`src/rtl/move_input_if.sv`:
```
// rtl/move_input_if.sv - push-button inputs and move/pressed outputs of move_input
interface move_input_if;
    logic       btn_up;
    logic       btn_down;
    logic       btn_left;
    logic       btn_right;
    logic       btn_reset;
    logic [2:0] move;
    logic [4:0] pressed;

    modport master (
        output btn_up, btn_down, btn_left, btn_right, btn_reset,
        input  move, pressed
    );

    modport slave (
        input  btn_up, btn_down, btn_left, btn_right, btn_reset,
        output move, pressed
    );
endinterface

```
`src/rtl/move_input.sv`:
```
// rtl/move_input.sv - synchronize, debounce and encode push-buttons into one-cycle move codes
// Optional auto-repeat of a single held direction button: define AUTO_REPEAT_EN.
module move_input #(
    parameter int DEBOUNCE_CYCLES = 1000000,
    parameter int REPEAT_DELAY    = 50000000,
    parameter int REPEAT_PERIOD   = 20000000
) (
    input  logic         clk,
    input  logic         rst,
    move_input_if.slave  io
);
    localparam logic [2:0] MOVE_NONE  = 3'd0;
    localparam logic [2:0] MOVE_UP    = 3'd1;
    localparam logic [2:0] MOVE_DOWN  = 3'd2;
    localparam logic [2:0] MOVE_LEFT  = 3'd3;
    localparam logic [2:0] MOVE_RIGHT = 3'd4;
    localparam logic [2:0] MOVE_RESET = 3'd5;

    localparam int DW = (DEBOUNCE_CYCLES > 1) ? $clog2(DEBOUNCE_CYCLES) : 1;

    // Bit order everywhere: {reset, right, left, down, up}
    logic [4:0]    raw;
    logic [4:0]    sync1_q, sync2_q;
    logic [4:0]    deb_q, deb_d;
    logic [DW-1:0] cnt_q [5];
    logic [DW-1:0] cnt_d [5];
    logic [4:0]    pressed_q, prev_q;
    logic [2:0]    move_q, move_d;
    logic [4:0]    rise;
    logic [4:0]    rpt_mask;
    logic [4:0]    ev;

    assign raw = {io.btn_reset, io.btn_right, io.btn_left, io.btn_down, io.btn_up};

    // A level flips only after DEBOUNCE_CYCLES consecutive disagreeing samples
    always_comb begin
        deb_d = deb_q;
        for (int i = 0; i < 5; i++) begin
            cnt_d[i] = '0;
            if (sync2_q[i] != deb_q[i]) begin
                if (cnt_q[i] == DW'(DEBOUNCE_CYCLES - 1)) begin
                    deb_d[i] = ~deb_q[i];
                end else begin
                    cnt_d[i] = cnt_q[i] + 1'b1;
                end
            end
        end
    end

    assign rise = pressed_q & ~prev_q;

`ifdef AUTO_REPEAT_EN
    localparam int RDW = (REPEAT_DELAY  > 1) ? $clog2(REPEAT_DELAY)  : 1;
    localparam int RPW = (REPEAT_PERIOD > 1) ? $clog2(REPEAT_PERIOD) : 1;
    localparam int RW  = (RDW > RPW) ? RDW : RPW;

    logic [RW-1:0] rpt_cnt_q, rpt_cnt_d;
    logic          rpt_periodic_q, rpt_periodic_d;
    logic [3:0]    dirs;
    logic          single_dir;
    logic [RW-1:0] rpt_target;
    logic          rpt_fire;

    assign dirs       = pressed_q[3:0];
    assign single_dir = (dirs != 4'd0) && ((dirs & 4'(dirs - 4'd1)) == 4'd0);
    assign rpt_target = rpt_periodic_q ? RW'(REPEAT_PERIOD - 1) : RW'(REPEAT_DELAY - 1);

    // Any change of the debounced set restarts the hold timer from the delay phase
    always_comb begin
        rpt_cnt_d      = rpt_cnt_q;
        rpt_periodic_d = rpt_periodic_q;
        rpt_fire       = 1'b0;
        if (pressed_q != prev_q) begin
            rpt_cnt_d      = '0;
            rpt_periodic_d = 1'b0;
        end else if (single_dir) begin
            if (rpt_cnt_q == rpt_target) begin
                rpt_fire       = 1'b1;
                rpt_cnt_d      = '0;
                rpt_periodic_d = 1'b1;
            end else begin
                rpt_cnt_d = rpt_cnt_q + 1'b1;
            end
        end else begin
            rpt_cnt_d = '0;
        end
    end

    assign rpt_mask = rpt_fire ? {1'b0, dirs} : 5'd0;

    always_ff @(posedge clk) begin
        if (rst) begin
            rpt_cnt_q      <= '0;
            rpt_periodic_q <= 1'b0;
        end else begin
            rpt_cnt_q      <= rpt_cnt_d;
            rpt_periodic_q <= rpt_periodic_d;
        end
    end
`else
    assign rpt_mask = 5'd0;
`endif

    assign ev = rise | rpt_mask;

    always_comb begin
        move_d = MOVE_NONE;
        if (ev[4])      move_d = MOVE_RESET;
        else if (ev[0]) move_d = MOVE_UP;
        else if (ev[1]) move_d = MOVE_DOWN;
        else if (ev[2]) move_d = MOVE_LEFT;
        else if (ev[3]) move_d = MOVE_RIGHT;
    end

    always_ff @(posedge clk) begin
        if (rst) begin
            sync1_q   <= '0;
            sync2_q   <= '0;
            deb_q     <= '0;
            pressed_q <= '0;
            prev_q    <= '0;
            move_q    <= MOVE_NONE;
            for (int i = 0; i < 5; i++) cnt_q[i] <= '0;
        end else begin
            sync1_q   <= raw;
            sync2_q   <= sync1_q;
            deb_q     <= deb_d;
            pressed_q <= deb_q;
            prev_q    <= pressed_q;
            move_q    <= move_d;
            for (int i = 0; i < 5; i++) cnt_q[i] <= cnt_d[i];
        end
    end

    assign io.move    = move_q;
    assign io.pressed = pressed_q;
endmodule
```
`src/flat_wrapper.sv`:
```
// flat-port wrapper written by rule: the top's interface ports become plain ports
module move_input_flat 
#(
    parameter int DEBOUNCE_CYCLES = 1000000,
    parameter int REPEAT_DELAY    = 50000000,
    parameter int REPEAT_PERIOD   = 20000000
)
  (clk, rst, io_btn_up, io_btn_down, io_btn_left, io_btn_right, io_btn_reset, io_move, io_pressed);
  move_input_if io_i ();
  input  logic clk;
  input  logic rst;
  input wire logic [$bits(io_i.btn_up)-1:0] io_btn_up;
  input wire logic [$bits(io_i.btn_down)-1:0] io_btn_down;
  input wire logic [$bits(io_i.btn_left)-1:0] io_btn_left;
  input wire logic [$bits(io_i.btn_right)-1:0] io_btn_right;
  input wire logic [$bits(io_i.btn_reset)-1:0] io_btn_reset;
  output wire logic [$bits(io_i.move)-1:0] io_move;
  output wire logic [$bits(io_i.pressed)-1:0] io_pressed;
  assign io_i.btn_up = io_btn_up;
  assign io_i.btn_down = io_btn_down;
  assign io_i.btn_left = io_btn_left;
  assign io_i.btn_right = io_btn_right;
  assign io_i.btn_reset = io_btn_reset;
  assign io_move = io_i.move;
  assign io_pressed = io_i.pressed;
  move_input #(.DEBOUNCE_CYCLES(DEBOUNCE_CYCLES), .REPEAT_DELAY(REPEAT_DELAY), .REPEAT_PERIOD(REPEAT_PERIOD)) u_core (.clk(clk), .rst(rst), .io(io_i));
endmodule
```
`config.mk`:
```
export PLATFORM = sky130hd
export DESIGN_NAME = move_input_flat
export DESIGN_NICKNAME = d
export VERILOG_FILES = /design/src/rtl/move_input_if.sv /design/src/rtl/move_input.sv /design/src/flat_wrapper.sv
export SDC_FILE = /design/constraint.sdc
export NUM_CORES = 1
export LEC_CHECK = 0
export CORE_MARGIN = 3
export CORE_UTILIZATION = 55
export CTS_CLUSTER_SIZE = 16
export DETAILED_ROUTE_END_ITERATION = 8
export GPL_TIMING_DRIVEN = 1
export HOLD_SLACK_MARGIN = 0.08
export PLACE_DENSITY = 0.75
export SLEW_MARGIN = 5
export SYNTH_ARGS = -nofsm -noshare
export SYNTH_HDL_FRONTEND = slang
export SYNTH_SLANG_ARGS = --single-unit
```
`constraint.sdc`:
```
create_clock -name clk -period 1.8 [get_ports clk]
set_input_delay 0.27 -clock clk [delete_from_list [all_inputs] [get_ports clk]]
set_output_delay 0.27 -clock clk [all_outputs]
set_load 0.01 [all_outputs]
```
==> metrics.csv, run 1 <==
metric;value;unit
initial cell density of the core;57.6;%
fin crit share;96.4;%
grt total ovfl;0;
FILL cells;767;
clock power share;51.5;%
diode count;0;
Hold WS;0.315;ns
synthesized area per cell;8.83;µm²
via/cell ratio;5.58;
mux cell area share after synthesis;0;%
Worst Hold Class;in -> reg;
CTS Buffer Depth;2;
Yosys reg bits;128;
startpoint of the worst register-to-register path;u_core.cnt_q[0][10];
Rows;35;
Die Wd;105;µm
Synth cell types;34;
H-tree depth;4;
reg2reg path depth;4;
Sw Share;19.5;%
Cells after Synth;614;
Post-synth EDFFs;0;
worst skew pair latency;0.51;ns
slowest stage delay, CP;0.56;ns
CP Launch Point;u_core.cnt_q[0][10];
largest family of logic cells by synthesized area;simple AND/OR/NAND/NOR gates;
area of the mapped netlist;5420;µm²
pre-CTS setup slack;-0.0273;ns
status;complete, no violations;
XOR/XNOR share of the synthesized area;9.86;%
Synth Area in Adders;1.15;%
Power, Total;6.05;mW
wire per inst;13.3;µm
clk_skew;0.00957;ns
port bufs;14;
Comb pwr share;1.3;%
worst slew pin tran;0.565;ns
Reg2Reg Setup Slack;0.07;ns
P&R area growth vs syn;21.6;%
Antenna Nets Post-Route;0;
Syn Nets;626;
clock net sink count;128;
placed instance count;779;
Final setup viols;0;
Pint;4.87;mW
drt pass-1 iters;5;
Relative slew margins;61.8;%
largest net degree at the start of global routing;25;
Core ar.;9420;µm²
synth warn;0;
Chip Height;105;µm
Routed Wire Length;10800;µm
Hold Buf Count CTS;0;
achievable clock frequency;576;MHz
Post-Synth Simple-Gate Area;29.8;%
LEAKAGE;2.14;nW
critical path type;reg -> reg;
Async SR Flop Fraction;0;%
Placement Cell Area;6010;µm²
vias;4514;
initial antenna violation count;0;
Pins Over Slew Limit;0;
CTS tree;done;
clk slew on worst S/H paths;0.06;ns
count of non-filler cells in the finished layout;809;
Residual DRC;0;
DP HPWL;7430;µm
peak supply drop;781;µV
Cell Pwr Density;918;nW/µm²
Seq pwr share;47.2;%
RR Endpoint;u_core.cnt_q[0][18];
crit path capture type;register;
Crit Path Max Fanout;5;
slowest cell on the critical path;or4_4;
Final Instance Area;6590;µm²
first-pass GRT wire length;18700;µm
post-layout min period;1.73;ns
number of nets in the layout;684;
GRT Util Overall;20.3;%
Critical path destination;u_core.cnt_q[0][18];
Die ar.;11100;µm²
Final Util;70.0;%
I/O pin count;15;
GPL Wtd Cong;0.824;
compound-gate portion of the synthesized area;9.00;%
max cap viols;0;
Most used DFF post-synth;dfxtp_1;
setup tns final;0;ns
final hold vios;0;
number of global-route vias before repair;4329;
Root Buffer;clkbuf_8;
sequential share of the synthesized area;47.3;%
Net Switching;1.18;mW
Crit path required time;2.25;ns
First DRT Iteration DRCs;168;
startpoint types;register;
fin worst setup slack;0.0651;ns
Num CTS Buffers;17;
critical path cell sequence;nand3_1, or4_4, or4_1, a21oi_1;
layout cell share with drive strength beyond 1;13.5;%
WP data arrival;2.18;ns
## power by group through the flow
stage / Sequential, mW / Clock, mW / Combinational, mW
final: 2.86 / 3.11 / 0.0790
after global routing: 2.86 / 3.30 / 0.0876
after CTS: 2.86 / 3.18 / 0.0800
after detailed placement: 2.92 / 0 / 0.0796
after global placement: 2.92 / 0 / 0.0771
after floorplan: 2.92 / 0 / 0.0416
## cell usage after synthesis, drive strengths merged, types with 8 or more instances
cell type / number / area (µm²)
nor4: 8 / 50.1
nor2b: 21 / 131
nand3: 43 / 220
inv: 19 / 71.3
and3: 11 / 68.8
and2: 8 / 50.1
nand2: 27 / 101
or3: 18 / 113
o31ai: 16 / 120
or4: 19 / 143
dfxtp: 128 / 2560
nor3: 10 / 50.1
xor2: 38 / 333
xnor2: 23 / 201
o21ai: 24 / 120
a21oi: 41 / 205
clkbuf: 18 / 67.6
nand4: 29 / 181
nor2: 72 / 270
## placed cells by master (no fill, tap or decap), types with 3 or more instances in the layout
| master | Yosys | routed |
|---|---|---|
| buf_4 | 0 | 45 |
| clkinv_2 | 0 | 5 |
| xor2_1 | 38 | 38 |
| nand4b_1 | 5 | 5 |
| ha_1 | 5 | 3 |
| nor2_1 | 72 | 72 |
| nor4_1 | 8 | 8 |
| inv_1 | 19 | 19 |
| nand2b_1 | 3 | 3 |
| clkbuf_16 | 0 | 16 |
| and2_1 | 8 | 7 |
| dfxtp_2 | 0 | 6 |
| nor2b_1 | 21 | 21 |
| o21ai_1 | 3 | 3 |
| and3_1 | 11 | 11 |
| nor4bb_1 | 5 | 5 |
| nor4b_1 | 5 | 5 |
| and4_1 | 7 | 7 |
| nand4_1 | 29 | 29 |
| or3_1 | 18 | 18 |
| dfxtp_1 | 128 | 122 |
| or4_1 | 19 | 17 |
| clkdlybuf4s50_1 | 0 | 14 |
| clkbuf_8 | 0 | 3 |
| a21oi_1 | 41 | 41 |
| o21ai_0 | 21 | 20 |
| nand3_1 | 42 | 41 |
| nand2_1 | 27 | 27 |
| xnor2_1 | 23 | 23 |
| o31ai_1 | 16 | 16 |
| nor3_1 | 10 | 10 |
## worst max-delay path, delay by kind of cell (launching register included)
kind / cells / cell delay, ns
compound gates: 1 / 0.14
flops: 1 / 0.37
simple gates: 3 / 1.16
## layout make-up
| cell class | count | area, µm² | area share [%] |
|---|---|---|---|
| Multi-Input combinational cell | 445 | 2740 | 41.5 |
| Sequential cell | 128 | 2570 | 39.0 |
| Timing Repair Buffer | 61 | 518 | 7.86 |
| Clock buffer | 19 | 442 | 6.70 |
| Tap cell | 129 | 161 | 2.45 |
| Clock inverter | 8 | 92.6 | 1.40 |
| Inverter | 19 | 71.3 | 1.08 |
## per-layer routing
metal  global-route usage [%]  part of all wire, %  wire length (µm)
met1                     24.5                   45              4880
met5                        0                    0                 0
met4                     7.40                 0.92                99
met2                     34.9                   51              5520
met3                     5.08                  2.7               296
## state kept, by name, indices dropped and copies added, names as in the netlist
signal / cells
u_core.prev_q: 5
u_core.deb_q: 5
u_core.io.pressed: 5
u_core.sync1_q: 5
u_core.cnt_q: 100
u_core.io.move: 3
u_core.sync2_q: 5
## how the worst min path moves through the flow
stage,startpoint,end,slack [ns],cells after the start
2_1_floorplan,io_btn_up,u_core.sync1_q[0],0.40,1
3_3_place_gp,u_core.sync1_q[2],u_core.sync2_q[2],0.42,1
3_5_place_dp,u_core.sync1_q[2],u_core.sync2_q[2],0.42,1
4_1_cts,io_btn_reset,u_core.sync1_q[4],0.29,2
5_1_grt,io_btn_down,u_core.sync1_q[1],0.31,2
6_report,io_btn_reset,u_core.sync1_q[4],0.32,2
## logic make-up (layout without fill, tap and decap cells)
| logic type | count (synthesis) | in the layout |
|---|---|---|
| adder cells (fa/ha/maj) | 5 | 5 |
| AND/OR/NAND/NOR | 293 | 293 |
| buffers and inverters | 41 | 107 |
| flip-flops | 128 | 128 |
| XOR/XNOR | 61 | 61 |
| AO/OA/AOI/OAI | 86 | 86 |
## repair_timing
action                                 CTS  global route
setup endpoints to repair                1             8
buffers inserted                         0             3
pin swaps                                0             4
gates resized for setup                  1             8
endpoints found under the hold margin    0             0
Note: power is estimated with default switching activity, not from simulation.
==> inputs of run 2 (changes only) <==
CORE_MARGIN = 8   (was 3)
REMOVE_ABC_BUFFERS = 1   (was not set)
==> metrics.csv, run 2 (synthesis gave the netlist of run 1 again) <==
metric;value;unit;change
failing checks;negative setup slack;;
Root Buffer;clkbuf_8;;
Largest register FFs;100;;unchanged
crit path capture type;register;;
Routed Wire Length;11000;µm;+1.8%
Core ar.;9680;µm²;+2.9%
I/O pin count;15;;unchanged
peak supply drop;800;µV;+2.5%
startpoint types;register;;
LEAKAGE;2.23;nW;+4.3%
Hold Buf Count CTS;0;;unchanged
Placement Cell Area;6000;µm²;-0.12%
most frequent cells in the layout;dfxtp_1, nor2_1, nand3_1, buf_4, a21oi_1;;
clk slew on worst S/H paths;0.06;ns;about the same
Relative slew margins;70.8;%;+9.0 points
FILL cells;812;;+5.9%
drt pass-1 iters;4;;-1
RR Endpoint;u_core.cnt_q[0][18];;
Pint;4.98;mW;+2.2%
buffer and inverter count on the worst path;0;;unchanged
DP HPWL;7340;µm;-1.1%
Cell Pwr Density;937;nW/µm²;+2.0%
Net Switching;1.27;mW;+7.5%
Final setup viols;1;;+1
slowest stage delay, CP;0.57;ns;about the same
worst skew pair latency;0.52;ns;about the same
Crit path required time;2.25;ns;about the same
Residual DRC;0;;unchanged
commonest non-fill, non-tap cell in the layout;dfxtp_1;;
Worst Hold Class;in -> reg;;
reg2reg path depth;5;;+1
max cap viols;0;;unchanged
Antenna Nets Post-Route;0;;unchanged
Rows;36;;+2.9%
clock net sink count;128;;unchanged
wire per inst;13.4;µm;+0.76%
diode count;0;;unchanged
Num CTS Buffers;17;;unchanged
Sw Share;20.3;%;+0.79 points
Chip Height;115;µm;+9.5%
clock power share;53.0;%;+1.5 points
critical path type;reg -> reg;;
worst slew pin tran;0.432;ns;-0.133 ns
H-tree depth;4;;unchanged
First DRT Iteration DRCs;311;;+85%
clk_skew;0.00488;ns;-0.00468 ns
number of global-route vias before repair;4168;;-3.7%
initial cell density of the core;56.0;%;-1.6 points
fin worst setup slack;-0.0258;ns;-0.0910 ns
GPL Wtd Cong;0.831;;+0.91%
slowest cell on the critical path;or4_4;;
WP data arrival;2.27;ns;+0.09 ns
startpoint of the worst register-to-register path;u_core.cnt_q[0][0];;
Final Util;68.9;%;-1.1 points
fin crit share;101;%;+5.1 points
layout cell share with drive strength beyond 1;13.6;%;+0.067 points
P&R area growth vs syn;23.0;%;
achievable clock frequency;548;MHz;-5.0%
post-layout min period;1.83;ns;+0.0910 ns
port bufs;14;;unchanged
via/cell ratio;5.47;;-1.9%
CP Launch Point;u_core.cnt_q[0][0];;
hold path depth;2;;unchanged
Die Wd;115;µm;+9.5%
Pins Over Slew Limit;0;;unchanged
final hold vios;0;;unchanged
number of nets in the layout;683;;-0.15%
critical path cell sequence;ha_4, nand2_2, or4_4, or4_1, a21oi_1;;
vias;4473;;-0.91%
status;finished, violations left;;
Comb pwr share;1.2;%;about the same
largest register by flop count;u_core.cnt_q;;
RSZ-0062 raised after global routing;yes;;
multi-input logic area;2740;µm²;about the same
largest net degree at the start of global routing;36;;+44%
CTS tree;done;;
CP top delay family;simple AND/OR/NAND/NOR gates;;
Reg2Reg Setup Slack;-0.03;ns;-0.09 ns
GRT Util Overall;17.1;%;-3.3 points
CTS Buffer Depth;2;;unchanged
Crit. path cell count;5;;+1
Critical path destination;u_core.cnt_q[0][18];;
initial antenna violation count;0;;unchanged
Seq pwr share;45.7;%;-1.5 points
register area;2560;µm²;-0.19%
Crit Path Max Fanout;5;;unchanged
Die ar.;13300;µm²;+20%
Hold WS;0.301;ns;-0.0137 ns
grt total ovfl;0;;unchanged
first-pass GRT wire length;18100;µm;-3.3%
Final Instance Area;6670;µm²;+1.2%
==> run 2: routing by layer <==
| metal | vias up | GRT usage (%) | part of all wire, % |
|---|---|---|---|
| met3 | 16 | 6.20 | 4.9 |
| met5 | - | 0 | 0 |
| met4 | 0 | 6.74 | 1.4 |
| met2 | 72 | 27.7 | 48 |
| li1 | 2300 | - | - |
| met1 | 2085 | 20.0 | 45 |
==> run 2: layout make-up <==
class | instances | share of cell area [%]
well taps | 133 | 2.50
flip-flops and latches | 128 | 38.5
repair buffers | 60 | 8.14
inverters | 19 | 1.07
multi-input cells | 445 | 41.1
clock buffers | 17 | 6.21
clock inverters | 15 | 2.55
==> run 2: power groups by stage <==
stage               clock network [mW]  registers (mW)  logic [mW]
floorplan                            0            2.92      0.0290
global placement                     0            2.92      0.0760
detailed placement                   0            2.92      0.0773
CTS                               3.38            2.86      0.0788
global route                      3.53            2.86      0.0851
finish                            3.31            2.86      0.0778
==> run 2: worst min-delay path by stage <==
stage                                 start  slack, ns                end
after detailed placement  u_core.sync1_q[4]       0.43  u_core.sync2_q[4]
after global routing              io_btn_up       0.28  u_core.sync1_q[0]
after global placement    u_core.sync1_q[1]       0.42  u_core.sync2_q[1]
after floorplan                         rst       0.34    u_core.deb_q[0]
after CTS                         io_btn_up       0.28  u_core.sync1_q[0]
final                             io_btn_up       0.30  u_core.sync1_q[0]
==> run 2: per-stage QoR <==
step | setup TNS, ns | total power [mW] | setup WS [ns] | std cells
6_report | -0.0258 | 6.25 | -0.0258 | 817
5_1_grt | -0.119 | 6.47 | -0.0453 | 817
4_1_cts | -0.00348 | 6.32 | -0.00348 | 815
3_5_place_dp | -0.0879 | 2.99 | -0.0879 | 781
3_3_place_gp | -0.0522 | 2.99 | -0.0522 | 781
2_1_floorplan | -8.38 | 2.94 | -0.419 | 592
==> run 2: repair_timing <==
item	4_1_cts	5_1_grt
buffers inserted	2	2
resized for setup	7	8
setup endpoints to repair	2	8
pin swaps	3	1
==> inputs of run 3 (changes only) <==
CTS_CLUSTER_SIZE = 30   (was 16)
SETUP_SLACK_MARGIN = 0.15   (was not set)
SLEW_MARGIN = not set   (was 5)
==> metrics.csv, run 3 (synthesis gave the netlist of run 1 again) <==
metric;value;unit;change
Die Wd;115;µm;unchanged
post-layout min period;1.81;ns;-0.0178 ns
status;finished, violations left;;
Pins Over Slew Limit;0;;unchanged
slowest cell on the critical path;or4_4;;
Final Instance Area;6840;µm²;+2.6%
drt pass-1 iters;4;;unchanged
Final setup viols;1;;unchanged
critical path type;reg -> reg;;
startpoint types;register;;
max cap viols;0;;unchanged
slowest stage delay, CP;0.55;ns;-0.02 ns
critical path cell sequence;ha_4, nand2_2, or4_4, or4_1, a21oi_1;;
first-pass GRT wire length;18300;µm;+0.76%
clk slew on worst S/H paths;0.06;ns;about the same
Antenna Nets Post-Route;0;;unchanged
P&R area growth vs syn;26.2;%;
number of nets in the layout;689;;+0.88%
RSZ-0062 raised after global routing;yes;;
buffer and inverter count on the worst path;0;;unchanged
initial antenna violation count;0;;unchanged
startpoint of the worst register-to-register path;u_core.cnt_q[0][0];;
layout cell share with drive strength beyond 1;20.6;%;+7.0 points
wire per inst;13.7;µm;+1.9%
crit path capture type;register;;
largest register by flop count;u_core.cnt_q;;
Reg2Reg Setup Slack;-0.008;ns;+0.02 ns
Num CTS Buffers;17;;unchanged
largest net degree at the start of global routing;36;;unchanged
Relative slew margins;76.6;%;+5.8 points
number of global-route vias before repair;4186;;+0.43%
First DRT Iteration DRCs;342;;+10%
WP data arrival;2.26;ns;about the same
commonest non-fill, non-tap cell in the layout;dfxtp_1;;
CTS tree;done;;
vias;4545;;+1.6%
CP Launch Point;u_core.cnt_q[0][0];;
LEAKAGE;2.27;nW;+1.9%
most frequent cells in the layout;dfxtp_1, nor2_1, buf_4, nand3_1;;
initial cell density of the core;56.0;%;unchanged
clk_skew;0.00589;ns;+0.00101 ns
Rows;36;;unchanged
CTS Buffer Depth;2;;unchanged
Crit path required time;2.25;ns;about the same
Hold WS;0.300;ns;-0.00165 ns
Residual DRC;0;;unchanged
port bufs;14;;unchanged
pre-CTS setup slack;-0.0879;ns;unchanged
Die ar.;13300;µm²;unchanged
Core ar.;9680;µm²;unchanged
CP top delay family;simple AND/OR/NAND/NOR gates;;
Chip Height;115;µm;unchanged
Cell Pwr Density;914;nW/µm²;-2.5%
achievable clock frequency;553;MHz;+0.98%
Largest register FFs;100;;unchanged
fin crit share;100;%;-0.99 points
GPL Wtd Cong;0.831;;unchanged
worst skew pair latency;0.52;ns;about the same
DP HPWL;7340;µm;unchanged
I/O pin count;15;;unchanged
grt total ovfl;0;;unchanged
worst slew pin tran;0.348;ns;-0.0840 ns
failing checks;negative setup slack;;
via/cell ratio;5.52;;+0.87%
diode count;0;;unchanged
Crit Path Max Fanout;5;;unchanged
clock net sink count;128;;unchanged
Hold Crit Start;io_btn_up;;
Worst Hold Class;in -> reg;;
Root Buffer;clkbuf_8;;
fin worst setup slack;-0.00807;ns;+0.0178 ns
Power, Total;6.25;mW;about the same
GRT Util Overall;17.2;%;+0.13 points
final hold vios;0;;unchanged
Placement Cell Area;6000;µm²;unchanged
Routed Wire Length;11300;µm;+2.7%
Hold Buf Count CTS;0;;unchanged
H-tree depth;4;;unchanged
peak supply drop;802;µV;+0.24%
run 3: final timing paths:
path         depth (start not counted)                  end
max                                  5  u_core.cnt_q[0][18]
min                                  2    u_core.sync1_q[0]
max reg2reg                          5  u_core.cnt_q[0][18]
min reg2reg                          1    u_core.sync2_q[0]
run 3: metal layers:
layer | vias to the layer above | track usage (%) | routed length, µm
li1 | 2316 | - | -
met5 | - | 0 | 0
met1 | 2139 | 20.2 | 5210
met2 | 75 | 28.1 | 5520
met3 | 15 | 5.99 | 393
met4 | 0 | 6.65 | 147
run 3: report_power, final:
| part | total (mW) | switching (mW) | internal (mW) |
|---|---|---|---|
| clock network | 3.32 | 1.22 | 2.10 |
| registers | 2.85 | 0.00803 | 2.84 |
| logic | 0.0811 | 0.0421 | 0.0390 |
run 3: worst reg2reg max path, cell delays in order, from the launching register on:
cell,delay (ns)
dfxtp_2,0.35
ha_4,0.14
nand2_2,0.06
or4_4,0.55
or4_1,0.52
a21oi_1,0.13
run 3: area by class of cell:
type,count,area [µm²]
tap,133,166
fill,760,2850
timing repair buffer,66,578
clock inverter,15,170
inverter,19,71.3
clock buffer,17,414
multi-input combinational,445,2840
sequential,128,2600
run 3: timing repair:
item | 4_1_cts | 5_1_grt
resized for setup | 18 | 56
buffers inserted | 5 | 4
cloned | 0 | 1
endpoints found under the setup margin | 20 | 99
pin swaps | 7 | 10
run 3: stage by stage:
| stage | cells | utilization [%] | TNS [ns] |
|---|---|---|---|
| 6_report | 823 | 70.6 | -0.00807 |
| 5_1_grt | 823 | 70.6 | -0.106 |
| 4_1_cts | 818 | 68.7 | -0.00324 |
| 3_5_place_dp | 781 | 62.0 | -0.0879 |
| 3_3_place_gp | 781 | 62.0 | -0.0522 |
| 2_1_floorplan | 592 | - | -8.38 |
==> patch, RTL diff (config.mk and constraints of run 1) <==
`DEBOUNCE_CYCLES` is set to 1000000 in 2 places; all go to 500000.
--- a/src/rtl/move_input.sv
+++ b/src/rtl/move_input.sv
@@ -1,7 +1,7 @@
 // rtl/move_input.sv - synchronize, debounce and encode push-buttons into one-cycle move codes
 // Optional auto-repeat of a single held direction button: define AUTO_REPEAT_EN.
 module move_input #(
-    parameter int DEBOUNCE_CYCLES = 1000000,
+    parameter int DEBOUNCE_CYCLES = 500000,
     parameter int REPEAT_DELAY    = 50000000,
     parameter int REPEAT_PERIOD   = 20000000
 ) (
--- a/src/flat_wrapper.sv
+++ b/src/flat_wrapper.sv
@@ -1,7 +1,7 @@
 // flat-port wrapper written by rule: the top's interface ports become plain ports
 module move_input_flat 
 #(
-    parameter int DEBOUNCE_CYCLES = 1000000,
+    parameter int DEBOUNCE_CYCLES = 500000,
     parameter int REPEAT_DELAY    = 50000000,
     parameter int REPEAT_PERIOD   = 20000000
 )
Behaviour: same outputs for any inputs over 10 cycles, from zero or initial values and one cycle with rst high; that may be too few to reach the edited logic, so the function may still have changed.
==> patch against run 1 <==
Sequential power decreased by 4%. Final area up 1.7%. Total power rose by 3.8%. The flow now finishes with violations (setup timing). Clock power rose by 11%. Sequential share of layout area decreased by 2.2 points. Synthesized area is 4.2% lower. Worst setup slack got worse by 0.12 ns. Wire length rose by 0.76%. Sequential cell count fell by 5.
==> patch: results (changes against run 1) <==
Hold path
The hold-critical path endpoint is u_core.sync1_q[1] (was u_core.sync1_q[4]). The startpoint of the worst hold path is io_btn_down (was io_btn_reset).

Detailed routing
The via count is 4329 (was 4514). The total wire length was 10900 µm (was 10800 µm). The routed via count divided by cell count was 5.48 (was 5.58). The number of DRC markers after the initial detailed-route iteration came to 198 (was 168).

CTS
The number of post-CTS setup repair buffers is 2 (was 0).

Logic synthesis
The share of synthesized area spent on multiplexers is 0.0142 (was 0). The xor and xnor fraction of the mapped netlist area is 0.127 (was 0.0986). The post-synthesis sequential element count is 123 (was 128).

The number of distinct library cell variants in the gate-level netlist after synthesis is 45 (was 34). The area of the mapped netlist is 0.00519 mm² (was 0.00542 mm²). The sequential area share after synthesis is 0.474 (was 0.473). The total nets after synthesis is 590 (was 626). Leading cell types by total area after synthesis: sky130_fd_sc_hd__dfxtp_1 (47%), sky130_fd_sc_hd__xnor2_1 (10%), sky130_fd_sc_hd__nor2_1 (7.1%) (was sky130_fd_sc_hd__dfxtp_1 (47%), sky130_fd_sc_hd__xor2_1 (6.1%), sky130_fd_sc_hd__nor2_1 (5.0%)). The share of synthesized cell area in full adder, half adder and majority cells is 0.0120 (was 0.0115).

STA
The normalized max-slew margin was 0.714 (was 0.618). The maximum clock skew at final layout is 0.00736 ns (was 0.00957 ns). The setup TNS was -0.628 ns (was 0 ns). The worst setup margin is -0.0531 ns (was 0.0651 ns). The total setup violations reported at the end of the flow is 19 (was 0).

Layout
The fraction of area in non-clock buffers is 0.104 (was 0.0786). The count of inverters not on the clock network in the layout is 24 (was 19). The clock buffer instance count of the final layout is 17 (was 19). The flip-flop count of the largest register, all copies and words added is 95 (was 100). The layout multi-input combinational cell count is 420 (was 445). The number of signal-net buffers in the layout is 83 (was 61).

The area of all placed cells without fillers was 0.00670 mm² (was 0.00659 mm²). The number of filler cells placed in the layout was 598 (was 767). The final layout net count is 681 (was 684). The share of cell area taken by multi-input logic gates is 0.403 (was 0.415).

Run status
Status: finished with violations (was finished clean). The final reports fail on setup timing.

Place
The routability-driven placement congestion ratio is 0.896 (was 0.824). The half-perimeter wire length after detailed placement came to 7260 µm (was 7430 µm). The placement-stage worst setup slack was -0.0570 ns (was -0.0273 ns). The placed standard-cell area came to 0.00595 mm² (was 0.00601 mm²).

The total placed cells including tap cells came to 755 (was 779).

GRT
The via count of the first global-routing pass is 4145 (was 4329). The all-layer global routing usage is 0.211 (was 0.203). The first-pass GRT wire length is 18100 µm (was 18700 µm). The pin count of the biggest net entering global routing is 20 (was 25).

Worst setup path
The stage delay of the slowest cell on the critical path was 0.52 ns (was 0.56 ns). The destination of the critical timing path was u_core.cnt_q[0][26] (was u_core.cnt_q[0][18]). The biggest fanout along the worst timing path came to 8 (was 5).

The launch point of the worst reg-to-reg path is u_core.cnt_q[0][25] (was u_core.cnt_q[0][10]).

Power
The leakage dissipation was 2.14 nW (about the same). The sequential power is 2.75 mW (was 2.86 mW).
-- patch: cell count changes after synthesis, moves of 6 or more --
cell and change:
sky130_fd_sc_hd__o21ai_0 -11, sky130_fd_sc_hd__or4_1 -11, sky130_fd_sc_hd__xnor2_1 +37, sky130_fd_sc_hd__a21oi_1 -25
sky130_fd_sc_hd__xor2_1 -23, sky130_fd_sc_hd__o31ai_1 -15, sky130_fd_sc_hd__and2_1 -7, sky130_fd_sc_hd__nor4_1 +18
sky130_fd_sc_hd__nor2_1 +26, sky130_fd_sc_hd__nand3_1 -11, sky130_fd_sc_hd__and3_1 -6, sky130_fd_sc_hd__nor3_1 +12
sky130_fd_sc_hd__or3_1 -10, sky130_fd_sc_hd__clkbuf_1 -9
-- patch: metal layers --
metal	wire length [µm]	up-vias	track usage
li1	-	2193	-
met1	4900	2063	0.262
met2	5520	60	0.365
met3	337	13	0.0501
met4	115	0	0.0627
met5	0	-	0
